<file path="src/rtl/laser_pkg.sv">
// Shared types and constants for the player laser pool.
// Optional shot statistics are enabled elsewhere with the LASER_STATS_EN macro.
package laser_pkg;

    localparam int unsigned COORD_W  = 10;
    localparam int unsigned SCREEN_W = 640;
    localparam int unsigned SCREEN_H = 480;

    typedef logic [COORD_W-1:0] coord_t;

    typedef struct packed {
        logic   active;
        coord_t x;
        coord_t y;
    } slot_t;

    function automatic coord_t sat_sub(input coord_t a, input coord_t b);
        return (a < b) ? '0 : coord_t'(a - b);
    endfunction

endpackage

</file>
<file path="src/rtl/laser_slot.sv">
// One laser shot slot: spawn load, upward motion on frame tick, retire on kill or screen top.
module laser_slot
    import laser_pkg::*;
#(
    parameter int unsigned SPEED = 4
) (
    input  logic   Clk,
    input  logic   Reset_n,
    input  logic   spawn,
    input  logic   kill,
    input  logic   tick,
    input  coord_t spawn_x,
    input  coord_t spawn_y,
    output slot_t  state
);

    // Spawn only targets free slots; for a live slot kill wins over motion.
    always_ff @(posedge Clk or negedge Reset_n) begin
        if (!Reset_n) begin
            state <= '0;
        end else if (spawn) begin
            state.active <= 1'b1;
            state.x      <= spawn_x;
            state.y      <= spawn_y;
        end else if (state.active) begin
            if (kill) begin
                state.active <= 1'b0;
            end else if (tick) begin
                if (state.y >= COORD_W'(SPEED)) begin
                    state.y <= state.y - COORD_W'(SPEED);
                end else begin
                    state.active <= 1'b0;
                end
            end
        end
    end

endmodule

</file>
<file path="src/rtl/laser_pool.sv">
// Laser shot pool: frame sync, fire edge/cooldown, slot allocation and pixel hit mux.
// Define LASER_STATS_EN to build the accepted-shot counter; otherwise shots_fired is zero.
module laser_pool
    import laser_pkg::*;
#(
    parameter int unsigned NUM_LASERS  = 4,
    parameter int unsigned SPEED       = 4,
    parameter int unsigned SPRITE_SIZE = 16,
    parameter int unsigned COOLDOWN    = 8
) (
    input  logic                       Clk,
    input  logic                       Reset_n,
    input  logic                       frame_clk,
    input  logic                       fire,
    input  logic [9:0]                 player_x,
    input  logic [9:0]                 player_y,
    input  logic                       kill_valid,
    input  logic [2:0]                 kill_idx,
    input  logic [9:0]                 DrawX,
    input  logic [9:0]                 DrawY,
    input  logic                       sprite_bit,
    output logic [9:0]                 sprite_x,
    output logic [9:0]                 sprite_y,
    output logic                       laser_on,
    output logic [NUM_LASERS-1:0]      active_mask,
    output logic [NUM_LASERS*10-1:0]   laser_x,
    output logic [NUM_LASERS*10-1:0]   laser_y,
    output logic                       fire_drop,
    output logic [15:0]                shots_fired
);

    localparam int unsigned CD_W = (COOLDOWN > 0) ? $clog2(COOLDOWN + 1) : 1;

    slot_t                 slots [NUM_LASERS];
    logic [2:0]            frame_sync;
    logic                  tick;
    logic                  fire_q;
    logic [CD_W-1:0]       cooldown;
    logic                  rise;
    logic                  free_found;
    logic [NUM_LASERS-1:0] free_oh;
    logic                  accept;
    logic                  hit;

    assign rise   = fire & ~fire_q;
    assign accept = rise && (cooldown == '0) && free_found;

    // frame_sync[1:0] resynchronise frame_clk; frame_sync[2] is the edge reference.
    always_ff @(posedge Clk or negedge Reset_n) begin
        if (!Reset_n) begin
            frame_sync <= '0;
            tick       <= 1'b0;
            fire_q     <= 1'b0;
            cooldown   <= '0;
            fire_drop  <= 1'b0;
        end else begin
            frame_sync <= {frame_sync[1:0], frame_clk};
            tick       <= frame_sync[1] & ~frame_sync[2];
            fire_q     <= fire;
            fire_drop  <= rise & ~accept;
            if (accept) begin
                cooldown <= CD_W'(COOLDOWN);
            end else if (tick && cooldown != '0) begin
                cooldown <= cooldown - 1'b1;
            end
        end
    end

    always_comb begin
        free_oh    = '0;
        free_found = 1'b0;
        for (int i = 0; i < NUM_LASERS; i++) begin
            if (!free_found && !slots[i].active) begin
                free_oh[i] = 1'b1;
                free_found = 1'b1;
            end
        end
    end

    for (genvar i = 0; i < NUM_LASERS; i++) begin : g_slot
        laser_slot #(
            .SPEED (SPEED)
        ) u_slot (
            .Clk     (Clk),
            .Reset_n (Reset_n),
            .spawn   (accept & free_oh[i]),
            .kill    (kill_valid && (kill_idx == 3'(i))),
            .tick    (tick),
            .spawn_x (player_x),
            .spawn_y (sat_sub(player_y, COORD_W'(SPRITE_SIZE))),
            .state   (slots[i])
        );

        assign active_mask[i]       = slots[i].active;
        assign laser_x[i*10 +: 10]  = slots[i].x;
        assign laser_y[i*10 +: 10]  = slots[i].y;
    end

    // Scan high to low so the lowest-index hit is the one left standing.
    always_comb begin
        hit      = 1'b0;
        sprite_x = '0;
        sprite_y = '0;
        for (int i = NUM_LASERS - 1; i >= 0; i--) begin
            if (slots[i].active &&
                ({1'b0, DrawX} >= {1'b0, slots[i].x}) &&
                ({1'b0, DrawX} <  {1'b0, slots[i].x} + 11'(SPRITE_SIZE)) &&
                ({1'b0, DrawY} >= {1'b0, slots[i].y}) &&
                ({1'b0, DrawY} <  {1'b0, slots[i].y} + 11'(SPRITE_SIZE))) begin
                hit      = 1'b1;
                sprite_x = DrawX - slots[i].x;
                sprite_y = DrawY - slots[i].y;
            end
        end
    end

    assign laser_on = hit & sprite_bit;

`ifdef LASER_STATS_EN
    logic [15:0] shot_cnt;

    always_ff @(posedge Clk or negedge Reset_n) begin
        if (!Reset_n) begin
            shot_cnt <= '0;
        end else if (accept) begin
            shot_cnt <= shot_cnt + 16'd1;
        end
    end

    assign shots_fired = shot_cnt;
`else
    assign shots_fired = 16'h0;
`endif

endmodule

</file>
<file path="config.mk">
export PLATFORM = sky130hd
export DESIGN_NAME = laser_pool
export DESIGN_NICKNAME = d
export VERILOG_FILES = /design/src/rtl/laser_pkg.sv /design/src/rtl/laser_slot.sv /design/src/rtl/laser_pool.sv
export SDC_FILE = /design/constraint.sdc
export NUM_CORES = 1
export LEC_CHECK = 0
export BUFFER_PORTS_ARGS = -buffer_cell sky130_fd_sc_hd__buf_2
export CAP_MARGIN = 20
export CELL_PAD_IN_SITES_DETAIL_PLACEMENT = 1
export CELL_PAD_IN_SITES_GLOBAL_PLACEMENT = 1
export CORE_MARGIN = 5
export CORE_UTILIZATION = 45
export CTS_CLUSTER_SIZE = 14
export DETAILED_ROUTE_END_ITERATION = 8
export PLACE_DENSITY = 0.9
export SETUP_SLACK_MARGIN = 0.15
export SLEW_MARGIN = 20
export SYNTH_ARGS = -nofsm -noshare
export SYNTH_HDL_FRONTEND = slang
export SYNTH_SLANG_ARGS = --single-unit
</file>
<file path="constraint.sdc">
create_clock -name Clk -period 6.6 [get_ports Clk]
set_clock_uncertainty 0.05 [all_clocks]
set_input_delay 0.33 -clock Clk [delete_from_list [all_inputs] [get_ports Clk]]
set_output_delay 0.33 -clock Clk [all_outputs]
set_load 0.005 [all_outputs]
</file>
* Yosys cells after proc, flatten, opt, wreduce, memory -nomap -nowiden *
Cells that the tools add are included.

word-level totals
  register bits after elaboration = 94
  memories = 0
  bits in writable memories = 0
  latch bits = 0
  input port bits = 49
  memory bits (read-only) = 0
  word-level logic and storage cells = 191

cells by class
  equality and inequality tests = 7
  shift operators = 0
  multiply operators = 0
  add/subtract/negate cells = 22
  divide/modulo/power cells = 0
  reductions and logical operators = 51
  mux-type cells = 62
  order comparisons = 21
  bitwise gates (word level) = 11

operators by type and width
  kind                     count
  $mux W10                 29
  $add A10 B5 Y11 const B  8
  $lt A10 B11 Y1           8
  $ge A10 B10 Y1           8
  $sub A10 B10 Y10         8
  $ge A10 B3 Y1 const B    4
  $sub A10 B3 Y10 const B  4
  $mux W1                  31
  $logic_and A1 B1 Y1      26
  $reduce_bool A2 Y1       13
  $reduce_and A4 Y1        4
  $lt A10 B5 Y1 const B    1
  $sub A10 B5 Y10 const B  1
  $and A1 B1 Y1            8
  $mux W4                  2
  $ne A2 B1 Y1 const B     4
  $eq A3 B2 Y1 const B     2
  $logic_not A1 Y1         5
  $logic_not A4 Y1         1
  $reduce_bool A4 Y1       1
  $sub A4 B1 Y4 const B    1
  $eq A3 B1 Y1 const B     1
  $logic_not A3 Y1         1
  $not A1 Y1               3

* Logic depth before layout (Yosys ltp) *
Gate-level depths: netlist of run 1.

  depth in word-level cells = 13
  mapped depth = 14

* By module *
Synthesis of run 1 repeated with hierarchy kept, for this count alone.

unflattened totals
  cells, all modules = 1247
  area total of the unflattened synthesis = 10911.7 um2

modules (own cells, without submodules)
  module                             cells an instance  instances  area an instance (um2)
  laser_pool                         899                1          6759.0
  laser_slot (g_slot[0].u_slot ...)  87                 2          1044.8
  laser_slot (g_slot[3].u_slot)      89                 1          1053.5
  laser_slot (g_slot[2].u_slot)      85                 1          1009.7

* Least setup slack after synthesis of run 1 *
OpenSTA, ideal clock, no wires.

  path kind = register to output
  start point = reg g_slot[2].u_slot.state[6] in the netlist's numbering
  end point = out sprite_x[6]
  data required time = 6220 ps
  slack = 3316 ps
  cell stages (with the launch flop) = 14
  buffers on the path = 1
  data arrival time = 2904 ps
  cell sequence = dfrtp_1 inv_1 nor3_1 nand3_1 xnor2_1 ha_1 o211ai_1 a21oi_1 a221oi_1 o211ai_1 nor2_1 buf_2 a221oi_1 a211oi_1

on the way
  cells in the longest elaborated chain, start to end = 6
  elaborated cells on any way between the ends = 8
  those cells by class = 1 x add/sub; 2 x order compare; 3 x mux; 2 x reduce/logical

RTL lines
  what                                                   RTL line                              text
  start, declared                                        laser_slot.sv:14                      output slot_t state
  $add A10 B5 Y11 or $ge A10 B10 Y1 (tied branches)      laser_pool.sv:109, laser_pool.sv:108
  $lt A10 B11 Y1 or $logic_and A1 B1 Y1 (tied branches)  laser_pool.sv:109, laser_pool.sv:107
  $logic_and A1 B1 Y1 (*)                                laser_pool.sv:108                     ({1'b0, DrawY} >= {1'b0, slots[i].y}) &&
  $mux W10 (*) (3 in a row)                              laser_pool.sv:105                     if (slots[i].active &&
  end, declared                                          laser_pool.sv:22                      output logic [9:0] sprite_x,

Every way passes the cells marked *; elsewhere a longest branch is shown, timed or not.

* Final worst setup path of run 1 *
  start point = reg g_slot[3].u_slot.state[10] in the netlist's numbering
  end point = out sprite_y[4]

on the way
  cells in the longest elaborated chain, start to end = 9
  elaborated cells on any way between the ends = 11
  those cells by class = 1 x add/sub; 2 x order compare; 4 x mux; 4 x reduce/logical

RTL lines
  what                                                   RTL line                              text
  start, declared                                        laser_slot.sv:14
  $add A10 B5 Y11 or $ge A10 B10 Y1 (tied branches)      laser_pool.sv:107, laser_pool.sv:106
  $lt A10 B11 Y1 or $logic_and A1 B1 Y1 (tied branches)  laser_pool.sv:107, laser_pool.sv:105
  $logic_and A1 B1 Y1 (*)                                laser_pool.sv:106                     ({1'b0, DrawX} >= {1'b0, slots[i].x}) &&
  $logic_and A1 B1 Y1 (*)                                laser_pool.sv:107                     ({1'b0, DrawX} < {1'b0, slots[i].x} + 11'(SPRITE_SIZE)) &&
  $logic_and A1 B1 Y1 (*)                                laser_pool.sv:108
  $mux W10 (*) (4 in a row)                              laser_pool.sv:105
  end, declared                                          laser_pool.sv:23                      output logic [9:0] sprite_y,

Marked as above.

==> metrics.md, run 1 <==
| Metric | Value |
|---|---|
| Final nets | 1611 |
| Final hold violations | 0 |
| Synth cell count leaders | ha_1 (151), nand2_1 (119), inv_1 (111) |
| EDFF count, synth | 0 |
| Worst-path clk slew | ~0.080 ns |
| DRC errors left | 0 |
| Sequential Area | 0.00235 mm^2 |
| Port bufs | 154 |
| Antenna violations before repair | 0 |
| Clock Sinks | 94 |
| Avg Inst Size Synth | 8.08 um^2 |
| Final GP Congestion | ~0.96 |
| CP required | 6.22 ns |
| Async set-reset flop share out of synthesis | 100% |
| DIE AREA | 0.0258 mm^2 |
| Initial DRC count | approximately 730 |
| #FFs+latches synth | 94 |
| Setup bufs post-CTS | 0 |
| RSZ-0062 raised after global routing | no |
| Antenna Violating Nets Remaining | 0 |
| Slew Limit Fails | 0 |
| Final setup vio count | 0 |
| Synth top area cells | dfrtp_1 (23%), ha_1 (18%), xnor2_1 (6.3%), o21ai_0 (5.4%), nand2_1 (4.4%) |
| Crit Path Class | reg -> out |
| CP startpoint kind | flop |
| Clock tree from TritonCTS | done |
| Post-DR wirelength/cell | ~23 um |
| Vias in the first global route | about 11000 |
| Leak Pwr | between 5 and 6 nW |
| Least-Margin Pin Slew | roughly 0.99 ns |
| Synth area leader | dfrtp_1 |
| Largest net degree at the start of global routing | 50 |
| CTS max path bufs | 2 |
| Post-layout instance area | ~0.012 mm^2 |
| Main synth FF type | dfrtp_1 |
| Sequential-to-total area share from yosys stat | roughly 23% |
| Hpwl dp | between 30000 and 40000 um |
| PwrDens | 291 mW/mm^2 |
| Critical path arrival | ~4.3 ns |
| Multi-input gate area | 0.00727 mm^2 |
| Util after Layout | 51.3% |
| Critical path peak fanout | 18 |
| Worst IR Drop VDD | around 0.16 mV |
| Mapped Cells | 1265 |
| Unique masters post-synth | 73 |
| Worst skew pair latency | roughly 0.38 ns |
| FILL cells | approximately 2900 |
| Inserted Clock Buffers | 9 |
| Placed cell area | around 0.011 mm^2 |
| Max cap viols | 0 |
| Clk root buf | clkbuf_16 |
| Syn. warnings | 0 |
| First-pass GRT wire length | 60000 um |
| Vias | ~11000 |
| Area Overhead vs Synth | 12.9% |
| DIE HEIGHT | ~160 um |
| Post-synth top area share | between 20% and 30% |
| Overall routing resource usage | between 20 and 30% |
| Max transition margin | roughly a third |
| Min Tclk post-route | ~4.7 ns |
| Total gr overflow | 0 |
| Nature of the critical path endpoint | output port |
| Hold Slack | slightly above 0.008 ns |
| H-tree Lvls | 3 |
| Fmax | 215 MHz |
| Num rows | 55 |
| Most numerous cell in the Yosys netlist | ha_1 |
| Via-to-Cell Ratio | approximately 6.2 |
| Total I/O pin count | between 150 and 200 |
| CORE AREA | around 0.023 mm^2 |
| Layout cells sized above 1 | about 15% |
| Drt first pass iters | 5 |
| Final WL | 39000 um |
| Initial Utilization | 45.4% |
| Status | finished clean |
| Final period util | between 70% and 80% |
| Setup tns final | 0 ns |
| Mapped cell area | around 0.01 mm^2 |
| Die width | roughly 160 um |
| Worst Hold Class | in -> reg |
## path summary, 6_finish.rpt
check | slack, ns | from | to | cells after the start
max in group asynchronous | 4.93 | Reset_n | g_slot[1].u_slot.state[7] | 3
min in group asynchronous | 0.45 | Reset_n | g_slot[0].u_slot.state[15] | 2
hold / removal | 0.008 | frame_clk | frame_sync[0] | 1
setup reg to reg | 3.43 | cooldown[0] | g_slot[1].u_slot.state[5] | 8
setup / recovery | 1.95 | g_slot[3].u_slot.state[10] | sprite_y[4] | 11
hold reg to reg | 0.30 | frame_sync[0] | frame_sync[1] | 0
## where the power goes
part	leakage [nW]	switching, mW	internal [mW]	total (mW)
registers	1.08	0.176	0.698	0.874
logic	4.09	1.12	0.781	1.90
clock network	0.151	0.287	0.304	0.591
## registers in the layout, indices dropped and copies added, names as in the netlist
name and count:
fire_drop 1, cooldown 4, frame_sync 3, tick 1, fire_q 1, g_slot.u_slot.state 84
## cells by family after synthesis
kind of cell / after synthesis / share of synthesized area [%]
mux: 1 / 0.110
flops: 94 / 23.0
fa+ha+maj: 159 / 20.1
simple gates: 392 / 18.6
buf+inv: 160 / 6.64
other cells: 1 / 0.0367
compound gates: 369 / 23.9
xor+xnor: 89 / 7.63
## layout by cell type (no fill, tap or decap), types with 15 or more instances in the layout
cell type  count
nor3_1        45
nor2_1        67
a21oi_1       74
xor2_1        15
a31oi_1       15
o21ai_0      110
a211oi_1      17
inv_1        111
xnor2_1       74
nand3_1       54
nand2_1      119
o211ai_1      16
buf_2        153
ha_1         151
conb_1        16
nand2b_1      18
a21o_1        16
o21a_1        22
dfrtp_1       94
nand4_1       18
## metrics by stage
stage               setup WS [ns]  cells  total power [mW]
finish                       1.95   1694              3.36
global route                 1.74   1693              3.59
CTS                          1.75   1693              3.33
detailed placement           2.14   1676              2.72
global placement             2.23   1676              2.63
floorplan                    3.32   1280              2.09
## layer usage
| metal | wire [um] | up-vias | GRT usage, % |
|---|---|---|---|
| met5 | 0 | - | 0 |
| met4 | 1460 | 0 | 9.97 |
| met3 | 2650 | 81 | 4.67 |
| met2 | 18400 | 387 | 49.9 |
| met1 | 16500 | 5251 | 37.6 |
| li1 | - | 4859 | - |
## timing repair
item,in CTS,in global routing
endpoints found under the hold margin,45,0
resized for setup,0,0
hold buffers,1,0
## layout make-up
| type | instances | share of cell area, % |
|---|---|---|
| Sequential cell | 94 | 20.4 |
| Inverter | 111 | 3.61 |
| Timing Repair Buffer | 161 | 7.18 |
| Clock inverter | 7 | 0.748 |
| Antenna cell | 1 | 0.0217 |
| Clock buffer | 9 | 1.95 |
| Tap cell | 285 | 3.09 |
| Multi-Input combinational cell | 1026 | 63.0 |
## critical path, stage by stage (launching register included)
cell and delay, ns:
dfrtp_1 0.42, ha_1 0.22, fa_1 0.40, and2b_1 0.24, o31ai_1 0.10, a21boi_0 0.39
a2111oi_0 0.17, or4_4 0.59, a21oi_4 0.46, a221oi_1 0.19, a311oi_1 0.51, buf_2 0.21
No activity file was read; power rests on OpenSTA's default activity.
==> run 2: changes to the inputs <==
--- a/config.mk
+++ b/config.mk
@@ -10,10 +10,10 @@
 export CELL_PAD_IN_SITES_DETAIL_PLACEMENT = 1
 export CELL_PAD_IN_SITES_GLOBAL_PLACEMENT = 1
 export CORE_MARGIN = 5
-export CORE_UTILIZATION = 45
+export CORE_UTILIZATION = 43
 export CTS_CLUSTER_SIZE = 14
 export DETAILED_ROUTE_END_ITERATION = 8
-export PLACE_DENSITY = 0.9
+export PLACE_DENSITY = 0.87
 export SETUP_SLACK_MARGIN = 0.15
 export SLEW_MARGIN = 20
 export SYNTH_ARGS = -nofsm -noshare
==> constraint.sdc (replaced) <==
create_clock -name Clk -period 4.9 [get_ports Clk]
set_clock_uncertainty 0.05 [all_clocks]
set_input_delay 0.245 -clock Clk [delete_from_list [all_inputs] [get_ports Clk]]
set_output_delay 0.245 -clock Clk [all_outputs]
set_load 0.005 [all_outputs]
==> run 2 against run 1 <==
Sequential share of layout area fell by 0.12 points. Global-route usage rose by 0.44 points. Wire length rose by 2.5%. Combinational power rose by 36%. Worst setup slack got worse by 1.6 ns. Flip-flop and latch count did not move. Die area rose by 4.4%. Final area rose by 0.61%. First-iteration DRC count fell by 4.0%. Register-to-register slack got worse by 1.6 ns. Critical path type unchanged. Largest power group unchanged.
==> metrics.md, run 2 (synthesis gave the netlist of run 1 again) <==
| Metric | Value |
|---|---|
| Multi-input gate area | between 0.007 and 0.008 mm^2 |
| CP startpoint kind | flop |
| First-pass GRT wire length | approximately 62000 um |
| Sequential Area | between 0.002 and 0.0025 mm^2 |
| Worst Hold Depth | 3 |
| Worst IR Drop VDD | approximately 0.26 mV |
| Most flop-heavy register | g_slot.u_slot.state |
| Die width | approximately 160 um |
| Reg power frac | between 20% and 30% |
| Total I/O pin count | between 150 and 200 |
| Worst path slowest cell | or4_4 |
| Clock power frac | approximately 16% |
| CORE AREA | ~0.023 mm^2 |
| Total Power | between 4 and 5 mW |
| Critical path arrival | approximately 4.3 ns |
| Vias | roughly 11000 |
| Hold Slack | around 0.10 ns |
| Least-Margin Pin Slew | between 0.8 and 0.9 ns |
| Inserted Clock Buffers | 9 |
| FILL cells | around 3000 |
| Max reg flops | 84 |
| Overall routing resource usage | between 20% and 30% |
| Diode count | 0 |
| Largest net degree at the start of global routing | 49 |
| RSZ-0062 raised after global routing | no |
| Worst skew pair latency | about 0.37 ns |
| Crit path largest cell delay | approximately 0.6 ns |
| Slew Limit Fails | 0 |
| Num rows | 56 |
| Initial DRC count | roughly 700 |
| Via-to-Cell Ratio | slightly above 6 |
| Clk root buf | clkbuf_16 |
| Status | finished clean |
| Initial Utilization | approximately 44% |
| Sw frac | a little under half |
| Hpwl dp | 31600 um |
| Clock Sinks | 94 |
| Pint | 2.36 mW |
| DRC errors left | 0 |
| Most frequent cells in the layout | buf_2 (153), ha_1 (151), nand2_1 (119) |
| PwrDens | roughly 390 mW/mm^2 |
| Most common cell after layout, fill and taps aside | buf_2 |
| Antenna violations before repair | 0 |
| Final nets | about 1600 |
| Nature of the critical path endpoint | output port |
| Final WL | between 30000 and 40000 um |
| Setup bufs post-CTS | 0 |
| Depth of the most critical reg-to-reg path | 8 |
| Final GP Congestion | about 1 |
| Max transition margin | between 40% and 50% |
| Final hold violations | 0 |
| Final setup vio count | 0 |
| CP required | approximately 4.6 ns |
| CP cell instances | ha_1 -> fa_1 -> and2b_1 -> o31ai_1 -> a21boi_0 -> a2111oi_0 -> or4_4 -> a21oi_4 -> a221oi_1 -> a311oi_1 -> buf_2 |
| Vias in the first global route | about 11000 |
| Top Family by Delay on Critical Path | compound AO/OA/AOI/OAI gates |
| Worst-path clk slew | 0.08 ns |
| DIE AREA | ~0.027 mm^2 |
| NetSw | ~2.1 mW |
| Layout cells sized above 1 | ~15% |
| Fmax | roughly 220 MHz |
| Post-DR wirelength/cell | about 23 um |
| Port bufs | around 150 |
| Area Overhead vs Synth | 13.6% |
| Largest regs | g_slot.u_slot.state: 84 flops, cooldown: 4 flops, frame_sync: 3 flops |
| H-tree Lvls | 3 |
| Antenna Violating Nets Remaining | 0 |
| Total gr overflow | 0 |
| Crit Path Class | reg -> out |
| Logic pwr share | a little under three fifths |
| Setup tns final | 0 ns |
| Drt first pass iters | 5 |
| DIE HEIGHT | around 160 um |
| CTS max path bufs | 2 |
| Critical path peak fanout | 18 |
| Max cap viols | 0 |
| Final period util | about 93% |
| Leak Pwr | between 5 and 6 nW |
| Min Tclk post-route | 4.56 ns |
| Cell depth of the worst setup path | 11 |
| Clock tree from TritonCTS | done |
| Worst Hold Class | in -> reg |
| Worst Path Buf+Inv | 1 |
## run 2: changes by cell type in the layout (fill, tap and decap cells not counted), sizes merged
cell / change
clkinvlp: +2
diode: -1
buf: +5
clkinv: +2
bufinv: -1
inv: -3
dlygate4sd3: +2
## run 2: cell type report
class | count | share of cell area, %
multi-input cells | 1026 | 62.6
flip-flops and latches | 94 | 20.3
repair buffers | 168 | 7.63
inverters | 111 | 3.59
well taps | 319 | 3.44
clock buffers | 9 | 1.94
clock inverters | 7 | 0.507
## run 2: path summary, 6_finish.rpt
check | slack, ns | startpoint | endpoint
setup reg to reg | 1.84 | cooldown[0] | g_slot[1].u_slot.state[5]
setup / recovery | 0.34 | g_slot[3].u_slot.state[10] | sprite_y[4]
hold reg to reg | 0.33 | frame_sync[0] | frame_sync[1]
hold / removal | 0.10 | player_x[1] | g_slot[0].u_slot.state[11]
min in group asynchronous | 0.40 | Reset_n | g_slot[0].u_slot.state[17]
max in group asynchronous | 3.28 | Reset_n | cooldown[2]
## run 2: through the flow
step           area, um^2  util (%)  setup slack, ns  cells
4_1_cts             11600      49.4            0.356   1734
5_1_grt             11600      49.4            0.183   1734
2_1_floorplan       10300         -             1.70   1280
3_3_place_gp        11300      48.1            0.809   1715
3_5_place_dp        11300      48.1            0.703   1715
6_report            11600      49.4            0.337   1734
## run 2: tightest hold or removal path: cells and delay by family
| kind | cells | cell delay (ns) |
|---|---|---|
| buffers and inverters | 1 | 0.12 |
| AO/OA/AOI/OAI | 1 | 0.06 |
| AND/OR/NAND/NOR | 1 | 0.06 |
## run 2: routing by layer
metal	GRT usage, %	vias up	share of wire (%)
met1	38.3	5224	42
li1	-	4861	-
met4	12.7	0	4.8
met5	0	-	0
met2	49.2	394	46
met3	4.64	99	7.3
## run 2: timing repair
| item | 4_1_cts | 5_1_grt |
|---|---|---|
| hold buffers | 3 | 0 |
| endpoints found under the setup margin | 0 | 2 |
| hold endpoints to repair | 49 | 0 |
| resized for setup | 0 | 2 |
## run 2: power groups by stage
stage	Clock, mW	Combinational, mW	Sequential (mW)
floorplan	0	1.70	1.12
global route	0.772	2.84	1.21
finish	0.733	2.58	1.18
global placement	0	2.39	1.18
detailed placement	0	2.50	1.19
CTS	0.743	2.55	1.17
